[config.mk]
export PLATFORM = sky130hd
export DESIGN_NAME = hack_mem_ctrl_flat
export DESIGN_NICKNAME = d
export VERILOG_FILES = /design/src/rtl/hack_mem_if.sv /design/src/rtl/hack_mem_ctrl.sv /design/src/flat_wrapper.sv
export SDC_FILE = /design/constraint.sdc
export NUM_CORES = 1
export LEC_CHECK = 0
export CAP_MARGIN = 30
export CELL_PAD_IN_SITES_DETAIL_PLACEMENT = 2
export CELL_PAD_IN_SITES_GLOBAL_PLACEMENT = 2
export CORE_AREA = 2 2 105 107
export DETAILED_ROUTE_END_ITERATION = 10
export DIE_AREA = 0 0 107 109
export PLACE_DENSITY_LB_ADDON = 0.1
export SLEW_MARGIN = 20
export SYNTH_ARGS = -nofsm -noshare
export SYNTH_HDL_FRONTEND = slang
export SYNTH_SLANG_ARGS = --single-unit
export TNS_END_PERCENT = 50
[constraint.sdc]
create_clock -name clk -period 4 [get_ports clk]
set_clock_uncertainty 0.15 [all_clocks]
set_input_delay 0.6 -clock clk [delete_from_list [all_inputs] [get_ports clk]]
set_output_delay 0.6 -clock clk [all_outputs]
set_load 0.03 [all_outputs]
[src/rtl/hack_mem_if.sv]
// CPU-side memory bus of the Hack memory controller.
// Request channel:  req_valid/req_ready handshake carrying req_we, req_addr, req_wdata.
// Response channel: rsp_valid/rsp_ready handshake carrying rsp_rdata, rsp_err.
// The slave modport is the controller; the master modport is the CPU.
interface hack_mem_if;
  logic        req_valid;
  logic        req_ready;
  logic        req_we;
  logic [14:0] req_addr;
  logic [15:0] req_wdata;
  logic        rsp_valid;
  logic        rsp_ready;
  logic [15:0] rsp_rdata;
  logic        rsp_err;

  modport slave (
    input  req_valid, req_we, req_addr, req_wdata, rsp_ready,
    output req_ready, rsp_valid, rsp_rdata, rsp_err
  );

  modport master (
    output req_valid, req_we, req_addr, req_wdata, rsp_ready,
    input  req_ready, rsp_valid, rsp_rdata, rsp_err
  );
endinterface

[src/rtl/hack_mem_ctrl.sv]
// Hack memory-bus controller feeding the 4-way load demultiplexer.
// Accepts one CPU request at a time, decodes req_addr[14:13] into a bank
// select, emits a one-cycle bank_load strobe for non-errored writes, waits a
// per-bank number of cycles and returns read data / write acknowledge.
// Ports:
//   clk, reset     : rising-edge clock, asynchronous active-high reset
//   cpu            : request/response handshake (hack_mem_if.slave)
//   bank_sel       : demux select (00 RAM-lo, 01 RAM-hi, 10 screen, 11 keyboard)
//   bank_load      : demux data input, one-cycle write strobe
//   bank_addr      : offset within the selected bank
//   bank_wdata     : write data to the banks
//   bank_rdata     : muxed read data from the selected bank
module hack_mem_ctrl #(
  parameter int unsigned RAM_WAIT    = 1,
  parameter int unsigned SCREEN_WAIT = 2,
  parameter int unsigned KBD_WAIT    = 1
) (
  input  logic             clk,
  input  logic             reset,
  hack_mem_if.slave        cpu,
  output logic [1:0]       bank_sel,
  output logic             bank_load,
  output logic [12:0]      bank_addr,
  output logic [15:0]      bank_wdata,
  input  logic [15:0]      bank_rdata
);

  typedef enum logic [1:0] {
    IDLE   = 2'b00,
    ACCESS = 2'b01,
    RESP   = 2'b10
  } state_t;

  state_t      state_r;
  state_t      state_nx_s;
  logic [3:0]  cnt_r;
  logic        we_r;
  logic        err_r;
  logic        accept_s;
  logic        sample_s;
  logic        dec_err_s;
  logic [3:0]  wait_s;

  // Address decode: wait-state count per bank and unmapped/read-only detection.
  always_comb begin
    wait_s    = 4'(RAM_WAIT);
    dec_err_s = 1'b0;
    case (cpu.req_addr[14:13])
      2'b10: begin
        wait_s    = 4'(SCREEN_WAIT);
        dec_err_s = 1'b0;
      end
      2'b11: begin
        wait_s    = 4'(KBD_WAIT);
        // Only 0x6000 exists, and it cannot be written.
        dec_err_s = (cpu.req_addr[12:0] != 13'd0) || cpu.req_we;
      end
      default: begin
        wait_s    = 4'(RAM_WAIT);
        dec_err_s = 1'b0;
      end
    endcase
  end

  // Next-state logic; accept and sample strobes for the datapath.
  always_comb begin
    state_nx_s = state_r;
    accept_s   = 1'b0;
    sample_s   = 1'b0;
    case (state_r)
      IDLE: begin
        if (cpu.req_valid && cpu.req_ready) begin
          accept_s   = 1'b1;
          state_nx_s = ACCESS;
        end else begin
          state_nx_s = IDLE;
        end
      end
      ACCESS: begin
        // The counter starts at WAIT and the access ends on the cycle it
        // shows zero, giving WAIT+1 ACCESS cycles in total.
        if (cnt_r == 4'd0) begin
          sample_s   = 1'b1;
          state_nx_s = RESP;
        end else begin
          state_nx_s = ACCESS;
        end
      end
      RESP: begin
        if (cpu.rsp_ready) begin
          state_nx_s = IDLE;
        end else begin
          state_nx_s = RESP;
        end
      end
      default: begin
        state_nx_s = IDLE;
      end
    endcase
  end

  // State register, latched request, wait counter and all registered outputs.
  always_ff @(posedge clk or posedge reset) begin
    if (reset) begin
      state_r       <= IDLE;
      cnt_r         <= 4'd0;
      we_r          <= 1'b0;
      err_r         <= 1'b0;
      cpu.req_ready <= 1'b1;
      cpu.rsp_valid <= 1'b0;
      cpu.rsp_rdata <= 16'h0000;
      cpu.rsp_err   <= 1'b0;
      bank_sel      <= 2'b00;
      bank_load     <= 1'b0;
      bank_addr     <= 13'd0;
      bank_wdata    <= 16'h0000;
    end else begin
      state_r       <= state_nx_s;
      // Ready/valid follow the state being entered, so a request offered
      // while a response is accepted only sees ready one cycle later.
      cpu.req_ready <= (state_nx_s == IDLE);
      cpu.rsp_valid <= (state_nx_s == RESP);
      // High only in the first ACCESS cycle of a non-errored write.
      bank_load     <= accept_s && cpu.req_we && !dec_err_s;
      if (accept_s) begin
        we_r       <= cpu.req_we;
        err_r      <= dec_err_s;
        cnt_r      <= wait_s;
        bank_sel   <= cpu.req_addr[14:13];
        bank_addr  <= cpu.req_addr[12:0];
        bank_wdata <= cpu.req_wdata;
      end else if ((state_r == ACCESS) && (cnt_r != 4'd0)) begin
        cnt_r <= cnt_r - 4'd1;
      end
      if (sample_s) begin
        cpu.rsp_rdata <= (!we_r && !err_r) ? bank_rdata : 16'h0000;
        cpu.rsp_err   <= err_r;
      end
    end
  end

endmodule

[src/flat_wrapper.sv]
// flat-port wrapper written by rule: the top's interface ports become plain ports
module hack_mem_ctrl_flat 
#(
  parameter int unsigned RAM_WAIT    = 1,
  parameter int unsigned SCREEN_WAIT = 2,
  parameter int unsigned KBD_WAIT    = 1
)
  (clk, reset, bank_sel, bank_load, bank_addr, bank_wdata, bank_rdata, cpu_req_valid, cpu_req_we, cpu_req_addr, cpu_req_wdata, cpu_rsp_ready, cpu_req_ready, cpu_rsp_valid, cpu_rsp_rdata, cpu_rsp_err);
  hack_mem_if cpu_i ();
  input  logic clk;
  input  logic reset;
  output logic [1:0] bank_sel;
  output logic bank_load;
  output logic [12:0] bank_addr;
  output logic [15:0] bank_wdata;
  input  logic [15:0] bank_rdata;
  input wire logic [$bits(cpu_i.req_valid)-1:0] cpu_req_valid;
  input wire logic [$bits(cpu_i.req_we)-1:0] cpu_req_we;
  input wire logic [$bits(cpu_i.req_addr)-1:0] cpu_req_addr;
  input wire logic [$bits(cpu_i.req_wdata)-1:0] cpu_req_wdata;
  input wire logic [$bits(cpu_i.rsp_ready)-1:0] cpu_rsp_ready;
  output wire logic [$bits(cpu_i.req_ready)-1:0] cpu_req_ready;
  output wire logic [$bits(cpu_i.rsp_valid)-1:0] cpu_rsp_valid;
  output wire logic [$bits(cpu_i.rsp_rdata)-1:0] cpu_rsp_rdata;
  output wire logic [$bits(cpu_i.rsp_err)-1:0] cpu_rsp_err;
  assign cpu_i.req_valid = cpu_req_valid;
  assign cpu_i.req_we = cpu_req_we;
  assign cpu_i.req_addr = cpu_req_addr;
  assign cpu_i.req_wdata = cpu_req_wdata;
  assign cpu_i.rsp_ready = cpu_rsp_ready;
  assign cpu_req_ready = cpu_i.req_ready;
  assign cpu_rsp_valid = cpu_i.rsp_valid;
  assign cpu_rsp_rdata = cpu_i.rsp_rdata;
  assign cpu_rsp_err = cpu_i.rsp_err;
  hack_mem_ctrl #(.RAM_WAIT(RAM_WAIT), .SCREEN_WAIT(SCREEN_WAIT), .KBD_WAIT(KBD_WAIT)) u_core (.clk(clk), .reset(reset), .cpu(cpu_i), .bank_sel(bank_sel), .bank_load(bank_load), .bank_addr(bank_addr), .bank_wdata(bank_wdata), .bank_rdata(bank_rdata));
endmodule
# [Yosys cells after proc, flatten, opt, wreduce, memory -nomap -nowiden]
# Index checks and enable logic that the tools add are counted.
[word_totals] regBits=59 inputBits=52 out_inout_bits=51
[op_classes] addsub=1 n_eq_ne=5 muxes=13 n_reduce_logical=15
[op_table] op="16-bit two-way mux" count=1
[op_table] op="13-bit nonzero test" count=1
[op_table] op="2-bit == test, second input constant" count=4
[op_table] op="4-bit two-way mux" count=2
[op_table] op="1-bit two-way mux" count=6
[op_table] op="2-bit two-way mux" count=3
[op_table] op="2-bit case mux with 3 select lines" count=1
[op_table] op="1-bit logical AND" count=5
[op_table] op="2-bit logical NOT" count=2
[op_table] op="4-bit logical NOT" count=1
[op_table] op="4-bit nonzero test" count=1
[op_table] op="4-bit by 1-bit subtractor with 4-bit output, second input constant" count=1
[op_table] op="1-bit logical NOT" count=3
[op_table] op="2-bit by 1-bit == test with 1-bit output, second input constant" count=1
[op_table] op="2-bit nonzero test" count=1
[op_table] op="1-bit logical OR" count=1

# [Depth between registers and ports, before layout]
# Gate-level depths: netlist of run 1.
[depth] depth_word=5 mapped_depth=6

# [Worst setup path after synthesis of run 1]
# No wires, ideal clock.
[synth_path] kind="flip-flop to flip-flop" start="register u_core.cpu.req_ready" end="register u_core.bank_addr[0]" setup_time_ps=125 arrival_ps=1396 t_required_ps=3725 slack_ps=2329 path_stages_with_launch=5 path_buffers=2 period_less_slack_ps=1671 cell_sequence="dfstp_2 > and4bb_1 > buf_6 > buf_6 > mux2_4"
[synth_between] elab_chain_cells=3
[synth_rtl] item="from (decl)" line_no="hack_mem_if.sv:18" rtl="output req_ready, rsp_valid, rsp_rdata, rsp_err"
[synth_rtl] item="from (signal assigned)" line_no="hack_mem_ctrl.sv:121" rtl="cpu.req_ready <= (state_nx_s == IDLE);"
[synth_rtl] item="1-bit logical AND" line_no="hack_mem_ctrl.sv:72" rtl="if (cpu.req_valid && cpu.req_ready) begin"
[synth_rtl] item="1-bit two-way mux" line_no="hack_mem_ctrl.sv:72"
[synth_rtl] item="1-bit two-way mux" line_no="hack_mem_ctrl.sv:70" rtl="case (state_r)"
[synth_rtl] item="to (signal assigned)" line_no="hack_mem_ctrl.sv:130" rtl="bank_addr <= cpu.req_addr[12:0];"
[synth_rtl] item="to (decl)" line_no="hack_mem_ctrl.sv:23" rtl="output logic [12:0] bank_addr,"
# No other way between the ends.
# A chain may end at the register's enable or synchronous reset.

# [Worst setup path after layout of run 1]
[layout_path] start="register u_core.cpu.req_ready" end="output port cpu_req_ready"
[layout_rtl] item="to (decl)" line_no="flat_wrapper.sv:22" rtl="output wire logic [$bits(cpu_i.req_ready)-1:0] cpu_req_ready;"
# No word-level cell between the ends.

==> results.ini, run 1 <==
[floorplan]
die_w_um=107
num_io_pins=103
start_util_pct=24.5
core_area_mm2=0.0106
die_h_um=109
std_cell_rows=38
die_area_mm2=0.0117

[worst_setup_path]
crit_path_start_kind=register
worst_r2r_path_depth=5
crit_slowest_cell=clkdlybuf4s50_1
cp_max_fo=2
r2r-end=u_core.cpu.rsp_rdata[5]
path_cells=clkdlybuf4s50_1
critical-path-top-delay-family=buffers and inverters
cp-end-kind=output pin
cp-startpoint=u_core.cpu.req_ready
worst-endpoint-arrival_ns=1.53
r2r_slack_ns=1.83
r2r_start=u_core.cnt_r[0]
worstPathRequired_ns=3.25
critical_path_class=register to output pin
worst-path-stages=1
crit_end=cpu_req_ready
max_stage_delay_ns=0.66
path_buf_inv=1

[clock_tree]
cts-root-buf=clkbuf_8
htree_levels=3
clk_latency_ns=0.33
postCtsSetupRepairBufs=0
cts_made_buffers=9
cts_resized=0
cts_tree=done
clock_tree.buffer_depth=2
path_clk_slew_ns=0.07
hold_buffers=0
clock-sinks=59

[detailed_routing]
wl_mm=6.81
wl_per_cell_um=15.3
firstDrtPassIters=4
ant_nets=0
vias_per_cell=4.18
vias=1856
drt_iter0_drc=53
drc_errors=0

[sta]
finalSetupViolations=0
tns_ns=0
fmax_mhz=439
min_period_ns=2.28
tightest_slew_ns=0.777
hold_violations=0
rsz0062_at_grt=no
period_share_pct=56.9
slew_headroom_pct=48.1
drv_slew=0
hold-worst-slack_ns=0.329

[global_routing]
antenna_found_initial=0
track_usage_pct=12.7
grt_max_degree=43
grt_overflow=0
grt_pass1_vias=2123
grt_first_pass_wirelength_mm=11.1

[synthesis]
synth_warnings=0
syn_area_mm2=0.00260
ys_seq_elements=59
synth_cell_types=32
synth-edff-count=0
synth.largest_area_cell=dfrtp_1
syn_area_per_cell_um2=13.7
async_flop_share_pct=100
ys_seq_area_share_pct=56.9
syn-instance-count=190
ys.flop_type=dfrtp_1
synth_nets=244
synthTopCellsByArea=dfrtp_1 56%, mux2_4 18%, mux2i_1 6.2%
synth_top_area_share_pct=55.9

[placed_design]
place.gp.congestion=0.647
io_buffer_count=102
dpl.hpwl_mm=4.97

[pwr]
max-vdd-ir-drop_v=0.000300
leakagePower_nw=1.84
powerDensity_mw_per_mm2=872

[run_status]
status=finished, final reports clean

[finish]
diodes=0
area_growth_pct=51.8
drive_gt1_share_pct=18.8
fill_cells=1110
nets=353

[worst_hold_path]
hold_path.class=register to register
whs_path_depth=1

[flow_run]
max_cap_viol_count=0

## kinds of logic after synthesis
logic type | Yosys count | share of synthesized area (%)
AO/OA/AOI/OAI | 14 | 4.39
adder cells (fa/ha/maj) | 2 | 0.964
buffers and inverters | 32 | 6.65
flip-flops | 59 | 56.9
multiplexers | 48 | 24.5
AND/OR/NAND/NOR | 35 | 6.55
## routing by layer
metal / wire (um) / global-route usage, % / vias to the layer above
met2: 2960 / 18.5 / 75
met4: 106 / 5.84 / 0
met5: 0 / 0 / -
met1: 3190 / 16.5 / 911
met3: 562 / 5.32 / 9
li1: - / - / 861
## power breakdown
group          switching, W  leakage, nW  internal, W
registers          0.000171        0.726     0.000889
clock network      0.000242       0.0991     0.000302
logic              0.000944         1.01     0.000889
## cells in the final DEF (no fill, tap or decap), drive strengths merged, types with 2 or more instances in the layout
master / instances
inv: 22
clkinv: 3
clkdlybuf4s50: 102
nor2b: 2
mux2i: 16
buf: 6
ha: 2
nand2: 20
a41o: 2
nor4: 3
nor2: 3
dfrtp: 58
o21ai: 2
clkbuf: 11
nand4: 2
mux2: 32
a211oi: 3
## metrics by stage
stage	setup WS [ns]	util [%]	cells	cell area [um^2]	power [W]
after floorplan	1.80	-	190	2600	0.00222
after detailed placement	1.47	35.3	428	3750	0.00293
after CTS	1.70	37.2	444	3940	0.00351
after global routing	1.63	37.2	444	3940	0.00368
after global placement	1.49	35.3	428	3750	0.00290
final	1.72	37.2	444	3940	0.00344
## flip-flops by register name, indices dropped and copies added (netlist names), 2 cells and up
register,flops
u_core.bank_wdata,16
u_core.cpu.rsp_rdata,16
u_core.bank_addr,13
u_core.cnt_r,4
u_core.bank_sel,2
u_core.state_r,2
## synthesized netlist by cell type (all sizes together), types with 2 or more instances
master / n
o21ai: 2
ha: 2
mux2: 32
a41o: 2
nor2: 3
a211oi: 3
dfrtp: 58
inv: 22
nand4: 2
mux2i: 16
nand2: 20
nor2b: 2
buf: 10
nor4: 3
## cell type report
| class | instances | area [um^2] | area share [%] |
|---|---|---|---|
| inverter | 22 | 82.6 | 2.10 |
| sequential | 59 | 1480 | 37.5 |
| clock inverter | 5 | 52.6 | 1.33 |
| tap | 140 | 175 | 4.44 |
| timing repair buffer | 108 | 1070 | 27.0 |
| multi-input combinational | 99 | 946 | 24.0 |
| clock buffer | 11 | 141 | 3.59 |
## worst min path at each step
stage                                       to               from  slack [ns]
after CTS                      u_core.cnt_r[3]    u_core.cnt_r[3]        0.34
after floorplan           u_core.cpu.req_ready  u_core.state_r[1]        0.28
after global routing      u_core.cpu.req_ready  u_core.state_r[1]        0.37
after global placement         u_core.cnt_r[3]    u_core.cnt_r[3]        0.32
final                     u_core.cpu.req_ready  u_core.state_r[1]        0.33
after detailed placement       u_core.cnt_r[3]    u_core.cnt_r[3]        0.33
(Power assumes the default switching activity.)
==> run 2: changes to the inputs <==
==> constraint.sdc (replaced) <==
create_clock -name clk -period 1.9 [get_ports clk]
set_clock_uncertainty 0.15 [all_clocks]
set_input_delay 0.285 -clock clk [delete_from_list [all_inputs] [get_ports clk]]
set_output_delay 0.285 -clock clk [all_outputs]
set_load 0.03 [all_outputs]
==> run 2 against run 1 <==
  * Die area unchanged
  * Routed wire length increased by 3.0%
  * Largest power group unchanged
  * Core utilization increased by 0.96 points
  * Power increased by 120%
  * Sequential power increased by 110%
  * Final area increased by 2.6%
  * Combinational power increased by 120%
==> results.ini, run 2 (synthesis results as in run 1) <==
[worst_setup_path]
path_cells=clkdlybuf4s50_1
cp-startpoint=u_core.bank_sel[1]
critical-path-top-delay-family=buffers and inverters
crit_path_start_kind=register
critical_path_class=register to output pin
path_buf_inv=1
max_stage_delay_ns=0.70
cp-end-kind=output pin
cp_max_fo=2
r2r_start=u_core.cnt_r[0]
crit_slowest_cell=clkdlybuf4s50_1
worstPathRequired_ns=1.46
worst-endpoint-arrival_ns=1.40

[finish]
layout_commonest_cell=clkdlybuf4s50_1
area_growth_pct=55.7
fill_cells=1107
finalNonFillerCells=446
final_cell_mix=101 x clkdlybuf4s50_1, 58 x dfrtp_1, 31 x mux2_4
nets=355
reg.largest.list=u_core.bank_wdata x16, u_core.cpu.rsp_rdata x16, u_core.bank_addr x13
drive_gt1_share_pct=19.9
diodes=0

[sta]
hold_violations=0
layout_setup_ws_ns=0.0624
fmax_mhz=544
min_period_ns=1.84
period_share_pct=96.7
slew_headroom_pct=76.0
finalSetupViolations=0
drv_slew=0
tightest_slew_ns=0.360
rsz0062_at_grt=no

[global_routing]
grt_first_pass_wirelength_mm=11.5
track_usage_pct=13.0
grt_max_degree=28
grt_overflow=0
grt_pass1_vias=2191
antenna_found_initial=0

[run_status]
status=finished, final reports clean

[placed_design]
placed_cells_incl_taps=430
dpl.hpwl_mm=5.17
io_buffer_count=102
place.gp.congestion=0.670
dpl_worst_slack_ns=-0.00260

[floorplan]
die_w_um=107
num_io_pins=103
start_util_pct=24.5
die_h_um=109
die_area_mm2=0.0117
core_area_mm2=0.0106
std_cell_rows=38

[detailed_routing]
wl_per_cell_um=15.7
drt_iter0_drc=34
ant_nets=0
wl_mm=7.02
vias_per_cell=4.22
firstDrtPassIters=4
vias=1881
drc_errors=0

[clock_tree]
clock_tree.buffer_depth=2
clk_latency_ns=0.33
cts_made_buffers=9
cts_resized=1
htree_levels=3
postCtsSetupRepairBufs=0
hold_buffers=0
cts_tree=done
path_clk_slew_ns=0.07
clock-sinks=59
cts-root-buf=clkbuf_8

[worst_hold_path]
hold_path.class=primary input to asynchronous set/reset pin

[pwr]
leakagePower_nw=1.88
powerDensity_mw_per_mm2=1840
max-vdd-ir-drop_v=0.000530
total_power_w=0.00743

[flow_run]
max_cap_viol_count=0

==> run 2: path summary, 6_finish.rpt <==
kind                                             end  slack (ns)  cells after the start
worst max-delay path                     bank_sel[1]        0.06                      1
worst min-delay path            u_core.bank_wdata[1]        0.09                      2
worst max register to register       u_core.cnt_r[0]        0.18                      5
worst min register to register  u_core.cpu.req_ready        0.34                      1
max in group asynchronous       u_core.cpu.req_ready        0.99                      3
min in group clk                u_core.cpu.req_ready        0.34                      1
==> run 2: layout make-up <==
| type | count | area [um^2] | area share (%) |
|---|---|---|---|
| clock buffer | 9 | 124 | 3.06 |
| tap | 140 | 175 | 4.33 |
| timing repair buffer | 110 | 1140 | 28.3 |
| multi-input combinational | 99 | 948 | 23.5 |
| inverter | 22 | 82.6 | 2.04 |
| clock inverter | 7 | 92.6 | 2.29 |
| sequential | 59 | 1480 | 36.6 |
==> run 2: per-layer routing <==
metal,part of all wire (%),up-vias,GRT usage [%]
li1,-,858,-
met1,43,935,15.3
met2,47,77,21.2
met3,8.1,11,5.38
met4,1.4,0,5.01
met5,0,-,0
==> run 2: power by group <==
group          internal [W]  switching [W]  total, W
Sequential          0.00187       0.000352   0.00222
Clock              0.000733       0.000535   0.00127
Combinational       0.00193        0.00201   0.00394
==> run 2: per-stage QoR <==
stage	area, um^2	hold WS [ns]	util [%]	TNS, ns
after global routing	4040	0.106	38.1	0
after floorplan	2600	0.229	-	0
after global placement	3820	0.318	36.1	0
final	4040	0.0859	38.1	0
after CTS	4040	0.0900	38.1	0
after detailed placement	3820	0.338	36.1	-0.00260
